## src/rtl/draw_hook_param.sv

```systemverilog
// Draws a Bresenham rope from a fixed pivot to a caller-supplied tip, then a
// midpoint-circle hook around the tip with per-octant enables, one pixel per accepted cycle.
module draw_hook_param #(
  parameter int X_W      = 9,
  parameter int Y_W      = 8,
  parameter int COLOR_W  = 12,
  parameter int SCREEN_W = 320,
  parameter int SCREEN_H = 240,
  parameter int START_X  = 160,
  parameter int START_Y  = 45,
  parameter int RADIUS   = 20,
  parameter logic [COLOR_W-1:0] ROPE_COLOR = 12'hBBB,
  parameter logic [COLOR_W-1:0] HOOK_COLOR = 12'hBBB,
  parameter logic [COLOR_W-1:0] BG_COLOR   = 12'h000
) (
  input  logic               clock,
  input  logic               reset,
  input  logic               start,
  input  logic [X_W-1:0]     tip_x,
  input  logic [Y_W-1:0]     tip_y,
  input  logic [7:0]         arc_mask,
  input  logic               erase,
  input  logic               pixel_ready,
  output logic [X_W-1:0]     outX,
  output logic [Y_W-1:0]     outY,
  output logic [COLOR_W-1:0] color,
  output logic               writeEn,
  output logic               busy,
  output logic               done
);
  localparam int CW = ((X_W > Y_W) ? X_W : Y_W) + 4;
  typedef logic signed [CW-1:0] coord_t;

  localparam coord_t PIV_X = coord_t'(START_X);
  localparam coord_t PIV_Y = coord_t'(START_Y);
  localparam coord_t SCR_W = coord_t'(SCREEN_W);
  localparam coord_t SCR_H = coord_t'(SCREEN_H);
  localparam coord_t RAD   = coord_t'(RADIUS);
  localparam coord_t D0    = coord_t'(1 - RADIUS);
  localparam coord_t ONE   = coord_t'(1);
  localparam coord_t THREE = coord_t'(3);
  localparam coord_t FIVE  = coord_t'(5);

  typedef enum logic [2:0] {IDLE, LINE, ARC_INIT, ARC, DONE} state_t;

  state_t state_reg, state_next;
  coord_t tx_reg, tx_next, ty_reg, ty_next;
  logic [7:0] mask_reg, mask_next;
  logic erase_reg, erase_next;
  coord_t lx_reg, lx_next, ly_reg, ly_next;
  coord_t dx_reg, dx_next, dy_reg, dy_next, err_reg, err_next;
  coord_t sx_reg, sx_next, sy_reg, sy_next;
  coord_t ax_reg, ax_next, ay_reg, ay_next, d_reg, d_next;
  logic [2:0] slot_reg, slot_next;
  logic [X_W-1:0] out_x_reg, out_x_next;
  logic [Y_W-1:0] out_y_reg, out_y_next;
  logic [COLOR_W-1:0] color_reg, color_next;
  logic we_reg, we_next, busy_reg, busy_next, done_reg, done_next;

  coord_t pt_x, pt_y, e2, diff_x, diff_y;
  logic [COLOR_W-1:0] pt_col;
  logic pt_valid, pt_en, use_arc, advance;
  logic [2*CW-1:0] arc_pt;

  function automatic logic [2*CW-1:0] arc_point(input logic [2:0] k, input coord_t x,
                                                input coord_t y, input coord_t cx, input coord_t cy);
    coord_t px, py;
    case (k)
      3'd0:    begin px = cx + x; py = cy + y; end
      3'd1:    begin px = cx + y; py = cy + x; end
      3'd2:    begin px = cx + y; py = cy - x; end
      3'd3:    begin px = cx + x; py = cy - y; end
      3'd4:    begin px = cx - x; py = cy - y; end
      3'd5:    begin px = cx - y; py = cy - x; end
      3'd6:    begin px = cx - y; py = cy + x; end
      default: begin px = cx - x; py = cy + y; end
    endcase
    return {px, py};
  endfunction

  function automatic logic on_screen(input coord_t px, input coord_t py);
    return !px[CW-1] && (px < SCR_W) && !py[CW-1] && (py < SCR_H);
  endfunction

  // A masked or clipped pixel never waits on the framebuffer.
  assign advance = !we_reg || pixel_ready;

  always_comb begin
    state_next = state_reg;
    tx_next = tx_reg; ty_next = ty_reg; mask_next = mask_reg; erase_next = erase_reg;
    lx_next = lx_reg; ly_next = ly_reg; dx_next = dx_reg; dy_next = dy_reg;
    err_next = err_reg; sx_next = sx_reg; sy_next = sy_reg;
    ax_next = ax_reg; ay_next = ay_reg; d_next = d_reg; slot_next = slot_reg;
    busy_next = busy_reg; done_next = 1'b0;
    pt_valid = 1'b0; pt_en = 1'b0; use_arc = 1'b0;
    pt_x = PIV_X; pt_y = PIV_Y; pt_col = color_reg;
    e2 = err_reg <<< 1; diff_x = '0; diff_y = '0; arc_pt = '0;
    case (state_reg)
      IDLE: if (start) begin
        tx_next = coord_t'(tip_x);
        ty_next = coord_t'(tip_y);
        mask_next = arc_mask;
        erase_next = erase;
        diff_x = tx_next - PIV_X;
        diff_y = ty_next - PIV_Y;
        dx_next = diff_x[CW-1] ? -diff_x : diff_x;
        dy_next = diff_y[CW-1] ? diff_y : -diff_y;
        err_next = dx_next + dy_next;
        sx_next = diff_x[CW-1] ? -ONE : ONE;
        sy_next = diff_y[CW-1] ? -ONE : ONE;
        lx_next = PIV_X; ly_next = PIV_Y;
        busy_next = 1'b1; state_next = LINE;
        pt_valid = 1'b1; pt_en = 1'b1;
        pt_col = erase ? BG_COLOR : ROPE_COLOR;
      end
      LINE: begin
        if (lx_reg == tx_reg && ly_reg == ty_reg) begin
          state_next = ARC_INIT;
        end else begin
          if (e2 >= dy_reg) begin err_next = err_next + dy_reg; lx_next = lx_reg + sx_reg; end
          if (e2 <= dx_reg) begin err_next = err_next + dx_reg; ly_next = ly_reg + sy_reg; end
          pt_valid = 1'b1; pt_en = 1'b1; pt_x = lx_next; pt_y = ly_next;
          pt_col = erase_reg ? BG_COLOR : ROPE_COLOR;
        end
      end
      ARC_INIT: begin
        ax_next = '0; ay_next = RAD; d_next = D0; slot_next = 3'd0;
        state_next = ARC; use_arc = 1'b1;
      end
      ARC: begin
        if (slot_reg != 3'd7) begin
          slot_next = slot_reg + 3'd1; use_arc = 1'b1;
        end else begin
          if (d_reg[CW-1]) begin
            d_next = d_reg + (ax_reg <<< 1) + THREE;
          end else begin
            d_next = d_reg + ((ax_reg - ay_reg) <<< 1) + FIVE;
            ay_next = ay_reg - ONE;
          end
          ax_next = ax_reg + ONE;
          if (ax_next <= ay_next) begin
            slot_next = 3'd0; use_arc = 1'b1;
          end else begin
            state_next = DONE; done_next = 1'b1;
          end
        end
      end
      DONE: begin
        state_next = IDLE; busy_next = 1'b0;
      end
      default: state_next = IDLE;
    endcase
    if (use_arc) begin
      arc_pt = arc_point(slot_next, ax_next, ay_next, tx_reg, ty_reg);
      pt_x = arc_pt[2*CW-1:CW];
      pt_y = arc_pt[CW-1:0];
      pt_valid = 1'b1; pt_en = mask_reg[slot_next];
      pt_col = erase_reg ? BG_COLOR : HOOK_COLOR;
    end
    // Clipped pixels still carry their low coordinate bits.
    out_x_next = pt_valid ? pt_x[X_W-1:0] : out_x_reg;
    out_y_next = pt_valid ? pt_y[Y_W-1:0] : out_y_reg;
    color_next = pt_valid ? pt_col : color_reg;
    we_next = pt_valid && pt_en && on_screen(pt_x, pt_y);
  end

  always_ff @(posedge clock) begin
    if (reset) begin
      state_reg <= IDLE;
      out_x_reg <= '0; out_y_reg <= '0; color_reg <= '0;
      we_reg <= 1'b0; busy_reg <= 1'b0; done_reg <= 1'b0;
    end else if (advance) begin
      state_reg <= state_next;
      out_x_reg <= out_x_next; out_y_reg <= out_y_next; color_reg <= color_next;
      we_reg <= we_next; busy_reg <= busy_next; done_reg <= done_next;
    end
  end

  always_ff @(posedge clock) begin
    if (advance) begin
      tx_reg <= tx_next; ty_reg <= ty_next; mask_reg <= mask_next; erase_reg <= erase_next;
      lx_reg <= lx_next; ly_reg <= ly_next; dx_reg <= dx_next; dy_reg <= dy_next;
      err_reg <= err_next; sx_reg <= sx_next; sy_reg <= sy_next;
      ax_reg <= ax_next; ay_reg <= ay_next; d_reg <= d_next; slot_reg <= slot_next;
    end
  end

  assign outX = out_x_reg;
  assign outY = out_y_reg;
  assign color = color_reg;
  assign writeEn = we_reg;
  assign busy = busy_reg;
  assign done = done_reg;
endmodule
```

## config.mk

```make
export PLATFORM = sky130hd
export DESIGN_NAME = draw_hook_param
export DESIGN_NICKNAME = d
export VERILOG_FILES = /design/src/rtl/draw_hook_param.sv
export SDC_FILE = /design/constraint.sdc
export NUM_CORES = 1
export LEC_CHECK = 0
export CAP_MARGIN = 30
export CORE_ASPECT_RATIO = 2
export CORE_MARGIN = 1.5
export CORE_UTILIZATION = 50
export DETAILED_ROUTE_END_ITERATION = 12
export PLACE_DENSITY = 0.76
export SETUP_SLACK_MARGIN = 0.5
export SKIP_CTS_REPAIR_TIMING = 1
export SKIP_LAST_GASP = 1
export SYNTH_ARGS = -nofsm -noshare
export SYNTH_HDL_FRONTEND = slang
export SYNTH_SLANG_ARGS = --single-unit
export TNS_END_PERCENT = 10
```

## constraint.sdc

```tcl
create_clock -name clock -period 16.2 [get_ports clock]
set_input_delay 3.24 -clock clock [delete_from_list [all_inputs] [get_ports clock]]
set_output_delay 3.24 -clock clock [all_outputs]
set_load 0.05 [all_outputs]
```

==> results of run 1 <==
==> routing by layer <==
metal | track usage [%] | vias up
met3 | 5.27 | 263
met2 | 59.2 | 459
met4 | 31.6 | 2
li1 | - | 6763
met1 | 25.8 | 6732
met5 | 0 | -
==> worst max-delay path by stage <==
stage	end	cells past startpoint	slack, ps	startpoint
3_5_place_dp	writeEn	31	7990	ax_reg[1]
3_3_place_gp	err_reg[11]	21	8320	tip_y[0]
2_1_floorplan	err_reg[11]	20	9510	tip_y[0]
5_1_grt	writeEn	31	7110	ax_reg[1]
6_report	writeEn	31	7780	ax_reg[1]
4_1_cts	writeEn	31	7940	ax_reg[1]
==> cells in the final DEF, fill, tap and decap left out, types with 51 or more instances in the layout <==
| master | count |
|---|---|
| a21oi_1 | 153 |
| o21ai_0 | 103 |
| nor2_1 | 165 |
| inv_1 | 122 |
| edfxtp_1 | 133 |
| nand2_1 | 133 |
| xor2_1 | 51 |
| xnor2_1 | 103 |
| clkdlybuf4s50_1 | 58 |
| ha_1 | 175 |
==> metrics by stage <==
step                      utilization [%]  setup WS, ps  hold WS [ps]  std cells
after floorplan                         -          9510           542       1842
after global placement               53.6          8320           450       2255
after detailed placement             53.6          7990           457       2256
after CTS                            55.4          7940           468       2288
after global routing                 55.4          7110           487       2288
final                                55.4          7780           465       2288
==> kinds of logic (layout without fill, tap and decap cells) <==
| logic type | count (synthesis) | in the layout | synth area share (%) |
|---|---|---|---|
| DFF | 157 | 157 | 28.1 |
| xor gates and xnor gates | 157 | 157 | 8.76 |
| AOI/OAI and AO/OA | 524 | 524 | 22.0 |
| muxes | 33 | 33 | 2.14 |
| buffers and inverters | 216 | 239 | 5.84 |
| and+or+nand+nor | 561 | 561 | 18.2 |
| adders and majority gates | 185 | 185 | 15.0 |
| other | 1 | 9 | 0.0235 |
==> critical path, delay by kind of cell (launching register included) <==
family	cells	cell delay, ps
compound gates	11	2460
flops	1	610
fa+ha+maj	3	1050
simple gates	10	2080
buf+inv	4	960
xor+xnor	3	1120
==> area by class of cell <==
class                      instances  area, µm²
inverter                         126        473
clock inverter                    14        125
clock buffer                      18        429
sequential                       157       4470
tap                              423        529
multi-input combinational       1469      10600
fill                            2866      14000
timing repair buffer              81        749
==> flow_metrics.py, run 1 <==
metrics = {
    "status": {
        "outcome": "finished clean",
    },
    "setup_path": {
        "critical-path-slowest-cell": "xnor2_2",
        "r2r-start": "ax_reg[1]",
        "cp.arrival_ps": 8790,
        "path_max_fanout": 30,
        "rrSetupSlack_ps": 7780,
        "cp.required_ps": 16570,
        "rr_endpoint": "writeEn",
        "critPathLaunchType": "flop",
        "critPathKind": "flop to flop",
        "cp_slowest_stage_delay_ps": 730,
        "cp-end-kind": "flop",
        "reg2regPathDepth": 31,
    },
    "detailed_routing": {
        "antenna_left": 0,
        "via_per_inst": 6.21,
        "dr.pass1.iters": 5,
        "num_vias": 14200,
        "top_layer": "met5",
        "routedLengthMet1_mm": 15.0,
        "drc": 0,
        "wirelength_mm": 50.6,
        "drtIter0Drc": 868,
        "met2_length_mm": 27.7,
        "dr_wl_met3_mm": 1.92,
        "wire_per_inst_um": 22.1,
    },
    "floorplan": {
        "pin_count": 62,
        "row_count": 92,
        "dieArea_um2": 33000,
        "die_h_um": 256,
        "die_w_um": 129,
        "core_area_um2": 31400,
        "initial_core_util_pct": 50.7,
    },
    "yosys": {
        "synthArstFlopShare_pct": 0,
        "synth_cells": 1834,
        "synth_cell_types": 113,
        "syn_avg_cell_area_um2": 8.69,
        "yosysMostFrequentCell": "ha_1",
        "synthFlopType": "edfxtp_1",
        "synthesis.area_um2": 15900,
        "yosys.area.top_type_share_pct": 25.1,
        "synth_edf_count": 133,
        "yosys.area.top_type": "edfxtp_1",
        "synth_common_cells": "175 x ha_1, 167 x nor2_1, 154 x a21oi_1, 133 x edfxtp_1, 133 x nand2_1",
        "yosysSeqAreaShare_pct": 28.1,
        "synth-seq-cells": 157,
        "yosys-top-cells-area": "edfxtp_1 25%, ha_1 14%, xnor2_1 5.7%",
        "yosys_warnings": 0,
    },
    "finish": {
        "area_growth_pct": 9.15,
        "fin_area_um2": 17400,
        "antenna_cells": 0,
        "final_net_count": 2067,
        "drive_above_1_share_pct": 6.49,
    },
    "grt": {
        "grt_pass1_wl_mm": 78.1,
        "grt_max_degree": 54,
        "antenna_found_initial": 1,
        "grt.overflow.total": 0,
        "grt_pass1_vias": 14500,
        "grt_usage_pct": 31.5,
    },
    "worst_hold_path": {
        "min_path_type": "flop to flop",
        "hold_path_depth": 2,
        "min_to": "done",
        "hp-start": "done",
    },
    "timing": {
        "final_hold_viol_count": 0,
        "rsz0062_at_grt": "false",
        "worst_pin_slew_ps": 964,
        "fin_crit_sh_pct": 52.0,
        "slew_violations": 0,
        "setup_viol": 0,
        "fin_skew_ps": 11.1,
        "fin_setup_tns_ps": 0,
        "max-slew-margin-rel_pct": 35.0,
        "max_freq_mhz": 119,
        "period_needed_ps": 8420,
    },
    "clock_network": {
        "cts_tree": "done",
        "cts.clk_slew.worst_paths_ps": 80,
        "insertion_delay_ps": 460,
        "cts_sinks": 157,
        "cts_made_buffers": 17,
        "htree_num_levels": 4,
        "root_buffer": "clkbuf_16",
        "cts_buffer_depth": 2,
    },
    "placed_design": {
        "gp_congestion": 1.00,
        "dpl_cell_area_um2": 16800,
        "port_buffers": 58,
        "dp_hpwl_mm": 40.6,
    },
    "flow_run": {
        "maxCapViolCount": 0,
    },
}
Power of run 1 is left out: the tool's default activity adds up to more than one toggle a clock period on the data nets, which glitch-free logic cannot reach.
==> run 2: changes to the inputs <==
==> constraint.sdc (replaced) <==
create_clock -name clock -period 8.5 [get_ports clock]
set_input_delay 1.7 -clock clock [delete_from_list [all_inputs] [get_ports clock]]
set_output_delay 1.7 -clock clock [all_outputs]
set_load 0.05 [all_outputs]
==> flow_metrics.py, run 2 (synthesis results as in run 1) <==
metrics = {
    "placed_design": {
        "dp_hpwl_mm": 40.1,
        "port_buffers": 58,
        "gp_congestion": 1.03,
    },
    "detailed_routing": {
        "antenna_left": 0,
        "wirelength_mm": 50.7,
        "num_vias": 14500,
        "dr.pass1.iters": 5,
        "via_per_inst": 6.30,
        "drtIter0Drc": 970,
        "drc": 0,
        "wire_per_inst_um": 22.0,
    },
    "grt": {
        "grt_pass1_vias": 14900,
        "grt_max_degree": 54,
        "grt_pass1_wl_mm": 78.5,
        "antenna_found_initial": 1,
        "grt.overflow.total": 0,
        "grt_usage_pct": 31.4,
    },
    "setup_path": {
        "critPathKind": "flop to flop",
        "critPathLaunchType": "flop",
        "critical-path-slowest-cell": "a211oi_1",
        "rrSetupSlack_ps": 910,
        "r2r-start": "ax_reg[0]",
        "cp_common_cell": "ha_1",
        "cp.required_ps": 8870,
        "path_max_fanout": 18,
        "cp-end-kind": "flop",
        "worstSetupStartpoint": "ax_reg[0]",
        "cp-endpoint": "writeEn",
        "cp_slowest_stage_delay_ps": 550,
        "cp.arrival_ps": 7960,
        "rr_endpoint": "writeEn",
        "reg2regPathDepth": 27,
    },
    "finish": {
        "drive_above_1_share_pct": 7.39,
        "final_common_cell": "ha_1",
        "area_growth_pct": 10.3,
        "mostFrequentLayoutCells": "175 x ha_1, 164 x nor2_1, 153 x a21oi_1",
        "final_net_count": 2083,
    },
    "floorplan": {
        "initial_core_util_pct": 50.7,
        "row_count": 92,
        "die_h_um": 256,
        "die_w_um": 129,
        "dieArea_um2": 33000,
        "pin_count": 62,
        "core_area_um2": 31400,
    },
    "timing": {
        "period_needed_ps": 7590,
        "slew_violations": 0,
        "max_freq_mhz": 132,
        "setup_viol": 0,
        "fin_skew_ps": 18.3,
        "final_hold_viol_count": 0,
        "fin_crit_sh_pct": 89.3,
        "max-slew-margin-rel_pct": 37.6,
        "worst_pin_slew_ps": 932,
        "fin_setup_tns_ps": 0,
        "rsz0062_at_grt": "false",
    },
    "clock_network": {
        "cts_sinks": 157,
        "cts_buffer_depth": 2,
        "cts.clk_slew.worst_paths_ps": 80,
        "root_buffer": "clkbuf_16",
        "htree_num_levels": 4,
        "insertion_delay_ps": 470,
        "cts_made_buffers": 17,
        "cts_tree": "done",
    },
    "flow_run": {
        "maxCapViolCount": 0,
    },
    "worst_hold_path": {
        "min_path_type": "flop to flop",
    },
    "status": {
        "outcome": "finished clean",
    },
}
## run 2: cell count changes in the layout (fill, tap and decap cells not counted), sizes merged
cell	previous run	this run
inv	136	137
clkinv	4	2
diode	0	1
buf	23	39
clkbuf	18	19
## run 2: per-layer routing
layer | routed length, µm | share of wire (%) | up-vias | global-route usage, %
li1 | - | - | 6781 | -
met1 | 14900 | 29 | 6859 | 25.3
met2 | 27500 | 54 | 586 | 58.7
met3 | 2240 | 4.4 | 295 | 6.02
met4 | 6100 | 12 | 0 | 32.5
met5 | 0 | 0 | - | 0
## run 2: area by class of cell
cell class	count	area, µm²
diodes	1	2.50
clock buffers	19	475
clock inverters	13	134
fillers	2842	13800
inverters	126	473
multi-input cells	1469	10600
flip-flops and latches	157	4470
well taps	423	529
repair buffers	97	867
## run 2: critical path: cells and delay by family, from the launching register on
kind                     cells  cell delay (ps)
AO/OA/AOI/OAI               11             3090
AND/OR/NAND/NOR              7             1470
adder cells (fa/ha/maj)      3             1030
XOR/XNOR                     3              840
buffers and inverters        3              580
flip-flops                   1              480
## run 2: how the worst min path moves through the flow
stage          endpoint  cells after the start  slack (ps)      start
6_report        outY[0]                      2         460    outY[0]
5_1_grt         outY[0]                      2         480    outY[0]
4_1_cts         outY[0]                      2         460    outY[0]
3_5_place_dp    outY[0]                      2         450    outY[0]
3_3_place_gp    outY[0]                      2         450    outY[0]
2_1_floorplan  color[9]                      3         540  erase_reg
## run 2: metrics by stage
step | setup WS [ps] | instance area (µm²) | utilization (%) | hold slack (ps) | instances
final | 912 | 17600 | 56.0 | 458 | 2305
after global routing | 518 | 17600 | 56.0 | 476 | 2304
after CTS | 690 | 17500 | 55.7 | 460 | 2295
after detailed placement | 742 | 16900 | 53.8 | 449 | 2263
after global placement | 1050 | 16900 | 53.8 | 448 | 2262
after floorplan | 1970 | 16000 | - | 542 | 1842
Power of run 2 is left out for the same reason.
==> run 3: changes to the inputs <==
--- a/config.mk
+++ b/config.mk
@@ -10,7 +10,7 @@
 export CORE_MARGIN = 1.5
 export CORE_UTILIZATION = 50
 export DETAILED_ROUTE_END_ITERATION = 12
-export PLACE_DENSITY = 0.76
+export PLACE_DENSITY = 0.79
 export SETUP_SLACK_MARGIN = 0.5
 export SKIP_CTS_REPAIR_TIMING = 1
 export SKIP_LAST_GASP = 1
==> constraint.sdc (replaced) <==
create_clock -name clock -period 6.6 [get_ports clock]
set_input_delay 1.32 -clock clock [delete_from_list [all_inputs] [get_ports clock]]
set_output_delay 1.32 -clock clock [all_outputs]
set_load 0.05 [all_outputs]
==> flow_metrics.py, run 3 (synthesis results as in run 1) <==
metrics = {
    "timing": {
        "worst_pin_slew_ps": 980,
        "fin_crit_sh_pct": 96.3,
        "slew_violations": 0,
        "hold_slack_ps": 467,
        "fin_skew_ps": 19.3,
        "setup_viol": 0,
        "period_needed_ps": 6350,
        "max_freq_mhz": 157,
        "rsz0062_at_grt": "true",
        "fin_setup_tns_ps": 0,
        "final_hold_viol_count": 0,
        "max-slew-margin-rel_pct": 33.0,
    },
    "clock_network": {
        "cts_sinks": 157,
        "insertion_delay_ps": 480,
        "cts_made_buffers": 17,
        "cts.clk_slew.worst_paths_ps": 70,
        "htree_num_levels": 4,
        "root_buffer": "clkbuf_16",
        "cts_tree": "done",
        "cts_buffer_depth": 2,
    },
    "detailed_routing": {
        "num_vias": 14900,
        "dr_wl_met3_mm": 2.27,
        "met2_length_mm": 27.9,
        "wire_per_inst_um": 22.0,
        "antenna_left": 0,
        "drc": 0,
        "drtIter0Drc": 800,
        "routedLengthMet1_mm": 15.1,
        "top_layer": "met4",
        "via_per_inst": 6.26,
        "dr.pass1.iters": 6,
        "wirelength_mm": 52.3,
    },
    "setup_path": {
        "crit_cells": 30,
        "path_delay_family": "compound AO/OA/AOI/OAI gates",
        "rrSetupSlack_ps": 250,
        "path_max_fanout": 14,
        "cp_num_buf_inv": 4,
        "critPathLaunchType": "flop",
        "cp_slowest_stage_delay_ps": 420,
        "reg2regPathDepth": 30,
        "critPathKind": "flop to flop",
        "cp.arrival_ps": 6720,
        "cp-end-kind": "flop",
        "critical-path-slowest-cell": "edfxtp_1",
        "cp.required_ps": 6970,
    },
    "placed_design": {
        "port_buffers": 58,
        "dp_cells": 2331,
        "dp_hpwl_mm": 41.1,
        "gp_congestion": 0.973,
    },
    "floorplan": {
        "row_count": 92,
        "die_h_um": 256,
        "dieArea_um2": 33000,
        "initial_core_util_pct": 50.7,
        "pin_count": 62,
        "die_w_um": 129,
        "core_area_um2": 31400,
    },
    "status": {
        "outcome": "finished clean",
    },
    "grt": {
        "antenna_found_initial": 0,
        "grt_pass1_wl_mm": 78.8,
        "grt_usage_pct": 31.8,
        "grt.overflow.total": 0,
        "grt_max_degree": 54,
        "grt_pass1_vias": 15500,
    },
    "finish": {
        "final_common_cell": "ha_1",
        "antenna_cells": 0,
        "mostFrequentLayoutCells": "172 x ha_1, 161 x nor2_1, 148 x a21oi_1",
        "area_growth_pct": 15.5,
        "final_net_count": 2154,
        "finalNonFillerCells": 2375,
        "fillerInstances": 2748,
        "drive_above_1_share_pct": 12.7,
    },
    "flow_run": {
        "maxCapViolCount": 0,
    },
    "worst_hold_path": {
        "min_path_type": "flop to flop",
        "hold_path_depth": 2,
    },
}
==> run 3: per-layer routing <==
layer  up-vias  GRT usage [%]
met1      7053           24.2
met5         -              0
li1       6928              -
met4         0           35.5
met3       336           6.73
met2       540           59.1
==> run 3: worst paths after layout <==
| check | to | from |
|---|---|---|
| setup / recovery | writeEn | ax_reg[0] |
| hold / removal | outX[7] | outX[7] |
| setup reg to reg | writeEn | ax_reg[0] |
| hold reg to reg | outX[7] | outX[7] |
==> run 3: worst register-to-register path: cells and delay by family (launching register included) <==
| family | cells | cell delay, ps |
|---|---|---|
| AOI/OAI and AO/OA | 11 | 2480 |
| adders and majority gates | 3 | 780 |
| DFF | 1 | 420 |
| xor gates and xnor gates | 2 | 380 |
| and+or+nand+nor | 10 | 1590 |
| buffers and inverters | 4 | 580 |
==> run 3: layout make-up <==
| class | count | area, µm² | share of cell area, % |
|---|---|---|---|
| clock buffers | 24 | 539 | 2.93 |
| well taps | 423 | 529 | 2.88 |
| repair buffers | 168 | 1480 | 8.06 |
| clock inverters | 8 | 62.6 | 0.340 |
| inverters | 126 | 478 | 2.60 |
| multi-input cells | 1469 | 10800 | 58.9 |
| flip-flops and latches | 157 | 4470 | 24.3 |
==> run 3: through the flow <==
step	area, µm²	setup WS, ps	utilization, %
2_1_floorplan	16100	518	-
3_3_place_gp	17500	231	55.7
3_5_place_dp	17500	-54.1	55.7
4_1_cts	18100	-85.5	57.7
5_1_grt	18400	-237	58.6
6_report	18400	246	58.6
Power of run 3 is left out for the same reason.
